`src/rtl/alu_seq_divider_pkg.sv`:
```
// Shared CPU definitions used by the ALU divider: datapath width and divider FSM states.
package CPU_package;

  localparam int DATA_WIDTH = 8;

  typedef enum logic [1:0] {
    IDLE = 2'd0,
    RUN  = 2'd1,
    DONE = 2'd2
  } div_state_t;

endpackage

```
`src/rtl/alu_seq_divider_sub.sv`:
```
// Ripple-borrow subtractor: d = a - b - bin, bout is the borrow out of the MSB.
module Full_Subtractor_by8 #(
  parameter int WIDTH = 8
) (
  input  logic [WIDTH-1:0] a,
  input  logic [WIDTH-1:0] b,
  input  logic             bin,
  output logic [WIDTH-1:0] d,
  output logic             bout
);

  logic [WIDTH:0] borrow_s;

  assign borrow_s[0] = bin;

  for (genvar i = 0; i < WIDTH; i++) begin : g_bit
    assign d[i]            = a[i] ^ b[i] ^ borrow_s[i];
    assign borrow_s[i + 1] = (~a[i] & b[i]) | (~(a[i] ^ b[i]) & borrow_s[i]);
  end

  assign bout = borrow_s[WIDTH];

endmodule

```
`src/rtl/alu_seq_divider.sv`:
```
// Multi-cycle unsigned restoring divider: one trial subtraction per clock, DATA_WIDTH iterations,
// start/done handshake with results and div_by_zero held until the next completed operation.
module alu_seq_divider
  import CPU_package::*;
#(
  parameter int DATA_WIDTH = CPU_package::DATA_WIDTH
) (
  input  logic                  clk,
  input  logic                  rst_n,
  input  logic                  start,
  input  logic [DATA_WIDTH-1:0] dividend,
  input  logic [DATA_WIDTH-1:0] divisor,
  output logic                  busy,
  output logic                  done,
  output logic [DATA_WIDTH-1:0] quotient,
  output logic [DATA_WIDTH-1:0] remainder,
  output logic                  div_by_zero
);

  localparam int              CNT_W    = $clog2(DATA_WIDTH + 1);
  localparam logic [CNT_W-1:0] CNT_LAST = CNT_W'(DATA_WIDTH - 1);

  div_state_t            state_r;
  logic [DATA_WIDTH-1:0] q_sh_r;
  logic [DATA_WIDTH-1:0] rem_r;
  logic [DATA_WIDTH-1:0] dvs_r;
  logic [CNT_W-1:0]      cnt_r;

  logic [DATA_WIDTH:0]   shifted_s;
  logic [DATA_WIDTH-1:0] sub_a_s;
  logic [DATA_WIDTH-1:0] diff_s;
  logic                  borrow_s;
  logic                  accept_s;
  logic [DATA_WIDTH-1:0] rem_next_s;
  logic [DATA_WIDTH-1:0] q_next_s;
  logic                  divisor_zero_s;

  Full_Subtractor_by8 #(
    .WIDTH (DATA_WIDTH)
  ) u_trial_sub (
    .a    (sub_a_s),
    .b    (dvs_r),
    .bin  (1'b0),
    .d    (diff_s),
    .bout (borrow_s)
  );

  // Trial-subtraction decision and next partial remainder / quotient shift.
  always_comb begin
    shifted_s      = {rem_r, q_sh_r[DATA_WIDTH-1]};
    sub_a_s        = shifted_s[DATA_WIDTH-1:0];
    // A set 9th bit means the shifted value already exceeds any divisor, so the wrapped D is exact.
    accept_s       = shifted_s[DATA_WIDTH] | ~borrow_s;
    q_next_s       = {q_sh_r[DATA_WIDTH-2:0], accept_s};
    divisor_zero_s = (divisor == {DATA_WIDTH{1'b0}});
    if (accept_s) begin
      rem_next_s = diff_s;
    end else begin
      rem_next_s = shifted_s[DATA_WIDTH-1:0];
    end
  end

  // Divider FSM, iteration datapath and registered result outputs.
  always_ff @(posedge clk or negedge rst_n) begin
    if (!rst_n) begin
      state_r     <= IDLE;
      q_sh_r      <= {DATA_WIDTH{1'b0}};
      rem_r       <= {DATA_WIDTH{1'b0}};
      dvs_r       <= {DATA_WIDTH{1'b0}};
      cnt_r       <= {CNT_W{1'b0}};
      busy        <= 1'b0;
      done        <= 1'b0;
      quotient    <= {DATA_WIDTH{1'b0}};
      remainder   <= {DATA_WIDTH{1'b0}};
      div_by_zero <= 1'b0;
    end else begin
      case (state_r)
        IDLE, DONE: begin
          done <= 1'b0;
          if (start && divisor_zero_s) begin
            state_r     <= DONE;
            busy        <= 1'b0;
            done        <= 1'b1;
            quotient    <= {DATA_WIDTH{1'b1}};
            remainder   <= dividend;
            div_by_zero <= 1'b1;
          end else if (start) begin
            state_r <= RUN;
            busy    <= 1'b1;
            q_sh_r  <= dividend;
            rem_r   <= {DATA_WIDTH{1'b0}};
            dvs_r   <= divisor;
            cnt_r   <= {CNT_W{1'b0}};
          end else begin
            state_r <= IDLE;
            busy    <= 1'b0;
          end
        end
        RUN: begin
          q_sh_r <= q_next_s;
          rem_r  <= rem_next_s;
          cnt_r  <= cnt_r + {{(CNT_W-1){1'b0}}, 1'b1};
          if (cnt_r == CNT_LAST) begin
            state_r     <= DONE;
            busy        <= 1'b0;
            done        <= 1'b1;
            quotient    <= q_next_s;
            remainder   <= rem_next_s;
            div_by_zero <= 1'b0;
          end else begin
            state_r <= RUN;
            busy    <= 1'b1;
            done    <= 1'b0;
          end
        end
        default: begin
          state_r <= IDLE;
          busy    <= 1'b0;
          done    <= 1'b0;
        end
      endcase
    end
  end

endmodule
```
`config.mk`:
```
export PLATFORM = sky130hd
export DESIGN_NAME = alu_seq_divider
export DESIGN_NICKNAME = d
export VERILOG_FILES = /design/src/rtl/alu_seq_divider_pkg.sv /design/src/rtl/alu_seq_divider_sub.sv /design/src/rtl/alu_seq_divider.sv
export SDC_FILE = /design/constraint.sdc
export NUM_CORES = 1
export LEC_CHECK = 0
export ABC_AREA = 1
export CAP_MARGIN = 20
export CORE_ASPECT_RATIO = 1.5
export CORE_UTILIZATION = 57
export DETAILED_ROUTE_END_ITERATION = 8
export PLACE_DENSITY_LB_ADDON = 0.1
export SYNTH_ARGS = -nofsm -noshare
export SYNTH_HDL_FRONTEND = slang
export SYNTH_HIERARCHICAL = 1
export SYNTH_SLANG_ARGS = --single-unit
export TNS_END_PERCENT = 1
```
`constraint.sdc`:
```
create_clock -name clk -period 8.29 [get_ports clk]
set_input_delay 1.2435 -clock clk [delete_from_list [all_inputs] [get_ports clk]]
set_output_delay 1.2435 -clock clk [all_outputs]
set_load 0.01 [all_outputs]
```
==> run_results.csv, run 1 <==
group,metric,value,unit
synthesis,synth_top_cell_by_area,"dfrtp_1",
worst_setup_path,required,8530,ps
placed_design,io_buffers,37,
worst_setup_path,crit_type,"reg -> reg",
die,dieArea,4570,sq um
cts,cts.path.max_buffers,2,
worst_setup_path,worstSetupPathDepth,19,
cts,post_cts_resized,0,
job,maxCapViolCount,0,
cts,tritoncts,"done",
timing,worst_slew_pin_slew,719,ps
finish,fin_util,0.730,
global_route,grt_max_degree,48,
worst_setup_path,crit_chain,"inv_1 -> fa_1 -> inv_1 -> fa_1 -> fa_1 -> fa_1 -> fa_1 -> fa_1 -> fa_1 -> inv_1 -> fa_1 -> inv_1 -> nand2_1 -> inv_1 -> nor2_2 -> nand2_1 -> nand3_1 -> nand2_1 -> nand2_1",
die,boundaryPins,38,
timing,fin_crit,4100,ps
pwr,irDropWorstVdd,0.282,mV
min_path,hp-class,"reg -> reg",
min_path,min_path_cells,2,
global_route,grt_pass1_wl,8490,microns
placed_design,gp_congestion,0.896,
global_route,overflow,0,
synthesis,synth_area_leaders,"dfrtp_1 (48%), nand2_1 (16%), nand3_1 (9.4%)",
cts,cts_root_buffer,"clkbuf_8",
synthesis,synth_mux_area_frac,0,
outcome,status,"finished clean",
worst_setup_path,r2r_cells,19,
synthesis,yosys.area_share.xor_xnor,0,
detailed_routing,wire_per_inst,13.3,microns
detailed_routing,drt_pass1_iterations,4,
worst_setup_path,cp_common_cell,"fa_1",
die,fp.dieH,82.3,microns
synthesis,postSynthAreaPerCell,8.06,sq um
detailed_routing,drt_iter0_drc,97,
pwr,p_leak,1.53,nW
cts,clkSinkCount,47,
synthesis,synthSimpleGateAreaFrac,0.316,
synthesis,yosysWarnings,6,
synthesis,ys_seq_area_frac,0.480,
worst_setup_path,slowest_stage,"fa_1",
finish,layout.cells.non_filler,384,
finish,fillerInstances,333,
worst_setup_path,path_buf_inv,5,
finish,syn2layout_area_growth,20.1,%
detailed_routing,drc,0,
timing,hold_viol,0,
synthesis,synth_compound_area_frac,0.0403,
finish,mostFrequentLayoutCell,"nand2_1",
timing,post-route-period-util,0.495,
synthesis,synth_fa_ha_area_frac,0.0705,
timing,timing.setup.tns,0,ps
placed_design,placed_cells,375,
cts,clkTransAtPathRegs,90,ps
finish,drive_gt1_frac,0.0678,
detailed_routing,vias_per_cell,5.30,
die,rows,28,
worst_setup_path,slowest_delay,400,ps
worst_setup_path,worst_path_dominant_cell_family,"adder cells",
worst_setup_path,end_kind,"flop",
worst_setup_path,start_kind,"flop",
finish,final_cell_mix,"nand2_1 (106), dfrtp_1 (47), nand3_1 (46)",
cts,cts_buffers,5,
timing,rsz0062_at_grt,"no",
timing,fin_ws,4190,ps
synthesis,yosysTopAreaCellShare,0.480,
timing,relSlewSlack,0.519,
die,start_util,0.608,
global_route,grt_pass1_vias,1844,
die,die-width,55.5,microns
worst_setup_path,cp_max_fo,8,
synthesis,syn_nets,332,
synthesis,yosysUniqueCellTypes,21,
detailed_routing,vias,2036,
cts,clk_latency,290,ps
pwr,powerDensity,424,nW/um^2
timing,slew_viol_final,0,
timing,setup_viol_count_final,0,
finish,diodes,0,
worst_setup_path,cp.arrival,4340,ps
synthesis,synth-seq-cells,47,
cts,postCtsHoldBufs,0,
placed_design,post-dp-hpwl,3560,microns
finish,nets,366,
global_route,antenna_found_initial,0,
die,core,4030,sq um
cts,postCtsSetupBuffers,0,
global_route,grtUsageTotal,0.244,
synthesis,synth_top_family_by_area,"simple AND/OR/NAND/NOR gates",
detailed_routing,routed_wl,5100,microns
cts,htreeDepth,2,
timing,fmax,0.244,GHz
synthesis,synth_area,2450,sq um
synthesis,postSynthCellCount,304,
detailed_routing,antenna_left,0,
timing,fin_worst_skew,7.69,ps
placed_design,post-place-ws,4240,ps
area by class of cell:
cell class,count,area [sq um],area share
clock buffers,6,82.6,0.0281
repair buffers,39,393,0.134
well taps,45,56.3,0.0191
clock inverters,2,35.0,0.0119
flip-flops and latches,47,1180,0.400
inverters,39,146,0.0497
multi-input cells,206,1050,0.358
worst paths after layout:
kind                                 to     start  slack [ps]
max                        remainder[5]  dvs_r[0]        4190
min                            dvs_r[7]  dvs_r[7]         490
max reg2reg                remainder[5]  dvs_r[0]        4190
min reg2reg                    dvs_r[7]  dvs_r[7]         490
max in group asynchronous      rem_r[3]     rst_n        6960
min in group asynchronous  remainder[6]     rst_n         840
metal layers:
layer / up-vias / routed length, microns / GRT usage / part of all wire
li1: 1007 / - / - / -
met1: 951 / 2110 / 0.303 / 0.41
met2: 66 / 2630 / 0.423 / 0.52
met3: 12 / 218 / 0.0358 / 0.043
met4: 0 / 133 / 0.113 / 0.026
met5: - / 0 / 0 / 0
cell usage after synthesis, drive strengths merged:
master and number:
nor2 9, o21ai 18, nand2 111, ha 1
nand3 46, clkbuf 3, dfrtp 47, a31o 1
fa 8, and2 8, buf 9, nand4 1
inv 39, or2 2, conb 1
power breakdown:
| group | switching (mW) | internal, mW | total, mW |
|---|---|---|---|
| clock | 0.0748 | 0.0976 | 0.172 |
| sequential | 0.0750 | 0.343 | 0.418 |
| combinational | 0.375 | 0.284 | 0.658 |
| total | 0.524 | 0.724 | 1.25 |
cell families (layout without fill, tap and decap cells):
logic type,after synthesis,count (layout)
AOI/OAI and AO/OA,19,19
buffers and inverters,51,86
and+or+nand+nor,177,177
adders and majority gates,9,9
DFF,47,47
other,1,1
state kept, by name, summed over array words and instances, names as in the netlist:
signal and count:
cnt_r 4, remainder 8, q_sh_r 8, quotient 8, state_r 1, dvs_r 8, done 1, rem_r 8
div_by_zero 1
stage by stage:
step | area [sq um] | hold WS, ps | power (mW)
after floorplan | 2450 | 453 | 0.870
after global placement | 2810 | 467 | 1.06
after detailed placement | 2810 | 473 | 1.07
after CTS | 2920 | 494 | 1.25
after global routing | 2940 | 526 | 1.36
final | 2940 | 488 | 1.25
worst reg2reg max path, stage by stage, from the launching register on:
cell and delay, ps:
dfrtp_1 380, inv_1 70, fa_1 160, inv_1 50
fa_1 370, fa_1 380, fa_1 400, fa_1 400
fa_1 400, fa_1 370, inv_1 80, fa_1 170
inv_1 40, nand2_1 90, inv_1 70, nor2_2 240
nand2_1 130, nand3_1 120, nand2_1 80, nand2_1 60
(Power assumes the default switching activity.)
==> run 2, diff against run 1 <==
CORE_UTILIZATION = 48   (was 57)
clock period = 3.4 ns   (was 8.29 ns; I/O delays follow)
==> run_results.csv, run 2 (synthesis gave the netlist of run 1 again) <==
group,metric,value,unit
outcome,status,"finished with violations",
outcome,violations,"setup timing",
worst_setup_path,r2r_setup_slack,-330,ps
global_route,antenna_found_initial,0,
finish,fillerInstances,453,
worst_setup_path,end_kind,"flop",
finish,nets,371,
worst_setup_path,cp.arrival,3970,ps
timing,fin_hold_ws,94.1,ps
pwr,p_leak,1.56,nW
die,dieArea,5400,sq um
worst_setup_path,r2r_start,"dvs_r[0]",
worst_setup_path,crit_type,"reg -> reg",
detailed_routing,vias_per_cell,4.97,
finish,final_cell_mix,"nand2_1 (105), dfrtp_1 (47), nand3_1 (45)",
timing,slew_viol_final,0,
die,boundaryPins,38,
pwr,irDropWorstVdd,0.475,mV
timing,fmax,0.268,GHz
global_route,grtUsageTotal,0.223,
timing,fin_ws,-327,ps
placed_design,io_buffers,37,
placed_design,placed_area,2890,sq um
timing,post-route-period-util,1.10,
timing,timing.setup.tns,-5300,ps
finish,seq_area,1180,sq um
placed_design,post-place-ws,-367,ps
cts,htreeDepth,2,
detailed_routing,drt_iter0_drc,92,
global_route,grt_max_degree,48,
cts,cts_root_buffer,"clkbuf_8",
global_route,grt_pass1_wl,8750,microns
worst_setup_path,crit_start,"dvs_r[0]",
cts,clk_latency,300,ps
cts,clkTransAtPathRegs,90,ps
global_route,overflow,0,
finish,drive_gt1_frac,0.110,
placed_design,post-dp-hpwl,3790,microns
timing,worst_slew_pin_slew,796,ps
worst_setup_path,cp_max_fo,8,
placed_design,gp_congestion,0.825,
pwr,p_total,3.20,mW
timing,setup_viol_count_final,18,
worst_setup_path,required,3640,ps
finish,design_area,3050,sq um
timing,rsz0062_at_grt,"yes",
finish,mostFrequentLayoutCell,"nand2_1",
die,fp.dieH,89.5,microns
die,die-width,60.3,microns
finish,fin_util,0.629,
timing,relSlewSlack,0.469,
pwr,powerDensity,1050,nW/um^2
detailed_routing,antenna_left,0,
timing,hold_viol,0,
detailed_routing,drc,0,
job,maxCapViolCount,0,
placed_design,placed_cells,401,
die,rows,31,
die,start_util,0.505,
cts,clkSinkCount,47,
detailed_routing,wire_per_inst,12.9,microns
worst_setup_path,start_kind,"flop",
timing,fin_crit,3730,ps
finish,multi_input_area,1080,sq um
detailed_routing,vias,2036,
global_route,grt_pass1_vias,1897,
timing,fin_worst_skew,2.50,ps
finish,diodes,0,
cts,tritoncts,"done",
detailed_routing,routed_wl,5300,microns
detailed_routing,drt_pass1_iterations,4,
cts,cts.path.max_buffers,2,
die,core,4850,sq um
finish,syn2layout_area_growth,24.5,%
min_path,hp-class,"in -> async",
cts,cts_buffers,5,
finish,layout.cells.non_filler,410,
## run 2: final cells by class
class / count / share of cell area
clock inverters: 2 / 0.0197
well taps: 66 / 0.0271
clock buffers: 6 / 0.0238
repair buffers: 44 / 0.141
inverters: 39 / 0.0480
flip-flops and latches: 47 / 0.386
multi-input cells: 206 / 0.355
## run 2: path summary, 6_finish.rpt
check	to	depth (start not counted)
min in group clk	div_by_zero	2
hold reg to reg	div_by_zero	2
max in group asynchronous	dvs_r[2]	2
setup reg to reg	remainder[3]	19
hold / removal	quotient[0]	1
setup / recovery	remainder[3]	19
## run 2: timing repair
| item | 4_1_cts | 5_1_grt |
|---|---|---|
| gates cloned | 0 | 0 |
| hold buffers | 0 | 0 |
| resized for setup | 4 | 0 |
| buffers inserted | 0 | 0 |
| endpoints found under the hold margin | 0 | 0 |
| pin swaps | 1 | 0 |
| endpoints found under the setup margin | 18 | 18 |
## run 2: critical path, stage by stage (launching register included)
cell	delay, ps
dfrtp_1	390
inv_2	60
fa_1	160
inv_1	50
fa_2	350
fa_2	400
fa_2	350
fa_2	350
fa_2	350
fa_2	340
inv_2	60
fa_1	150
inv_1	50
nand2_2	80
inv_2	50
nor2_4	160
nand2_1	100
nand3_2	80
nand2_1	70
nand2_1	70
## run 2: where the power goes
part	total, mW	internal, mW	switching [mW]
Combinational	1.69	0.748	0.943
Clock	0.486	0.294	0.192
Sequential	1.02	0.836	0.183
## run 2: per-layer routing
metal | vias to the layer above | track usage | wire [microns]
li1 | 1015 | - | -
met1 | 955 | 0.292 | 2320
met2 | 56 | 0.361 | 2610
met3 | 10 | 0.0362 | 218
met4 | 0 | 0.0930 | 153
met5 | - | 0 | 0
==> run 3, diff against run 2 <==
CORE_MARGIN = 2   (was unset)
==> run_results.csv, run 3 (synthesis gave the netlist of run 1 again) <==
group,metric,value,unit
timing,slew_viol_final,0,
detailed_routing,drc,0,
detailed_routing,antenna_left,0,
placed_design,io_buffers,37,
pwr,irDropWorstVdd,0.439,mV
min_path,hp-class,"in -> async",
die,die-width,62.3,microns
pwr,p_leak,1.54,nW
detailed_routing,drt_pass1_iterations,4,
timing,fin_ws,-362,ps
detailed_routing,drt_iter0_drc,96,
timing,worst_slew_pin_slew,623,ps
placed_design,gp_congestion,0.804,
placed_design,post-dp-hpwl,3630,microns
detailed_routing,vias,1988,
timing,post-route-period-util,1.11,
finish,diodes,0,
cts,tritoncts,"done",
global_route,grtUsageTotal,0.196,
outcome,status,"finished with violations",
pwr,powerDensity,1000,nW/um^2
finish,design_area,3020,sq um
timing,timing.setup.tns,-6140,ps
finish,layout.cells.non_filler,410,
worst_setup_path,r2r_setup_slack,-360,ps
die,dieArea,5700,sq um
die,rows,31,
global_route,overflow,0,
global_route,grt_pass1_vias,1912,
worst_setup_path,r2r_cells,19,
finish,final_cell_mix,"nand2_1 (105), dfrtp_1 (47), nand3_1 (45)",
cts,cts_root_buffer,"clkbuf_8",
detailed_routing,routed_wl,5020,microns
die,fp.dieH,91.5,microns
timing,hold_viol,0,
worst_setup_path,required,3640,ps
finish,drive_gt1_frac,0.105,
timing,setup_viol_count_final,18,
die,boundaryPins,38,
cts,clkSinkCount,47,
cts,htreeDepth,2,
global_route,antenna_found_initial,0,
timing,fmax,0.266,GHz
die,start_util,0.501,
cts,cts_buffers,5,
timing,fin_crit,3760,ps
finish,fillerInstances,482,
finish,nets,371,
worst_setup_path,reg2reg_to,"remainder[4]",
cts,clkTransAtPathRegs,90,ps
timing,relSlewSlack,0.585,
detailed_routing,wire_per_inst,12.3,microns
timing,fin_worst_skew,3.95,ps
worst_setup_path,cp_max_fo,8,
finish,mostFrequentLayoutCell,"nand2_1",
worst_setup_path,crit_type,"reg -> reg",
cts,clk_latency,300,ps
die,core,4890,sq um
worst_setup_path,cp.arrival,4010,ps
cts,cts.path.max_buffers,2,
worst_setup_path,r2r_start,"dvs_r[0]",
placed_design,placed_cells,400,
outcome,violations,"setup timing",
timing,rsz0062_at_grt,"yes",
global_route,grt_pass1_wl,8660,microns
worst_setup_path,crit_start,"dvs_r[0]",
placed_design,placed_area,2890,sq um
worst_setup_path,end_kind,"flop",
worst_setup_path,crit_end,"remainder[4]",
detailed_routing,vias_per_cell,4.85,
global_route,grt_max_degree,48,
job,maxCapViolCount,0,
finish,syn2layout_area_growth,23.4,%
worst_setup_path,start_kind,"flop",
run 3: changes by cell type in the layout (fill, tap and decap cells not counted):
cell and change:
bufinv_16 -2, clkinvlp_4 +2, inv_1 +2, inv_2 -2, buf_16 +1, buf_4 -1, clkbuf_1 -1, clkinv_2 +1
fa_1 +1, fa_2 -1
run 3: worst max-delay path, stage by stage, from the launching register on:
cell and delay [ps]:
dfrtp_1 380, inv_1 70, fa_1 170, inv_1 50, fa_2 340, fa_2 400, fa_2 350, fa_2 350
fa_2 340, fa_1 360, inv_1 70, fa_1 150, inv_1 50, nand2_2 80, inv_2 50, nor2_4 170
nand2_1 100, nand3_1 100, nand2_1 60, nand2_1 50
run 3: layout make-up:
type | instances | area [sq um] | share of cell area
inverters | 39 | 146 | 0.0484
multi-input cells | 206 | 1080 | 0.357
flip-flops and latches | 47 | 1180 | 0.389
clock buffers | 5 | 68.8 | 0.0228
repair buffers | 44 | 450 | 0.149
clock inverters | 3 | 20.0 | 0.00662
well taps | 66 | 82.6 | 0.0273
run 3: repair_timing:
action                     CTS  global route
gates resized for setup      1             0
hold endpoints to repair     0             0
pin swaps                    3             0
setup endpoints to repair   18            18
buffers inserted             1             0
hold buffers                 0             0
run 3: worst min path at each step:
| stage | from | depth (start not counted) | endpoint |
|---|---|---|---|
| 5_1_grt | rst_n | 1 | quotient[7] |
| 6_report | rst_n | 1 | done |
| 2_1_floorplan | rst_n | 0 | cnt_r[0] |
| 3_3_place_gp | dvs_r[0] | 2 | dvs_r[0] |
| 3_5_place_dp | dvs_r[7] | 2 | dvs_r[7] |
| 4_1_cts | rst_n | 1 | q_sh_r[3] |
run 3: report_power, final:
| part | internal [mW] | total (mW) | switching [mW] |
|---|---|---|---|
| clock network | 0.143 | 0.338 | 0.195 |
| registers | 0.836 | 1.01 | 0.178 |
| logic | 0.753 | 1.67 | 0.916 |
| total | 1.73 | 3.02 | 1.29 |
run 3: metal layers:
metal | wire [microns] | up-vias | GRT usage
met4 | 98 | 0 | 0.0889
met3 | 205 | 7 | 0.0310
met1 | 2210 | 916 | 0.242
met2 | 2510 | 52 | 0.335
met5 | 0 | - | 0
li1 | - | 1013 | -
run 3: stage by stage:
step	setup WS (ps)	power, mW	hold slack, ps	utilization
after floorplan	-161	2.16	214	-
after global placement	-313	2.67	467	0.592
after detailed placement	-380	2.69	473	0.592
after CTS	-376	3.05	416	0.613
after global routing	-576	3.34	213	0.619
final	-362	3.02	188	0.619
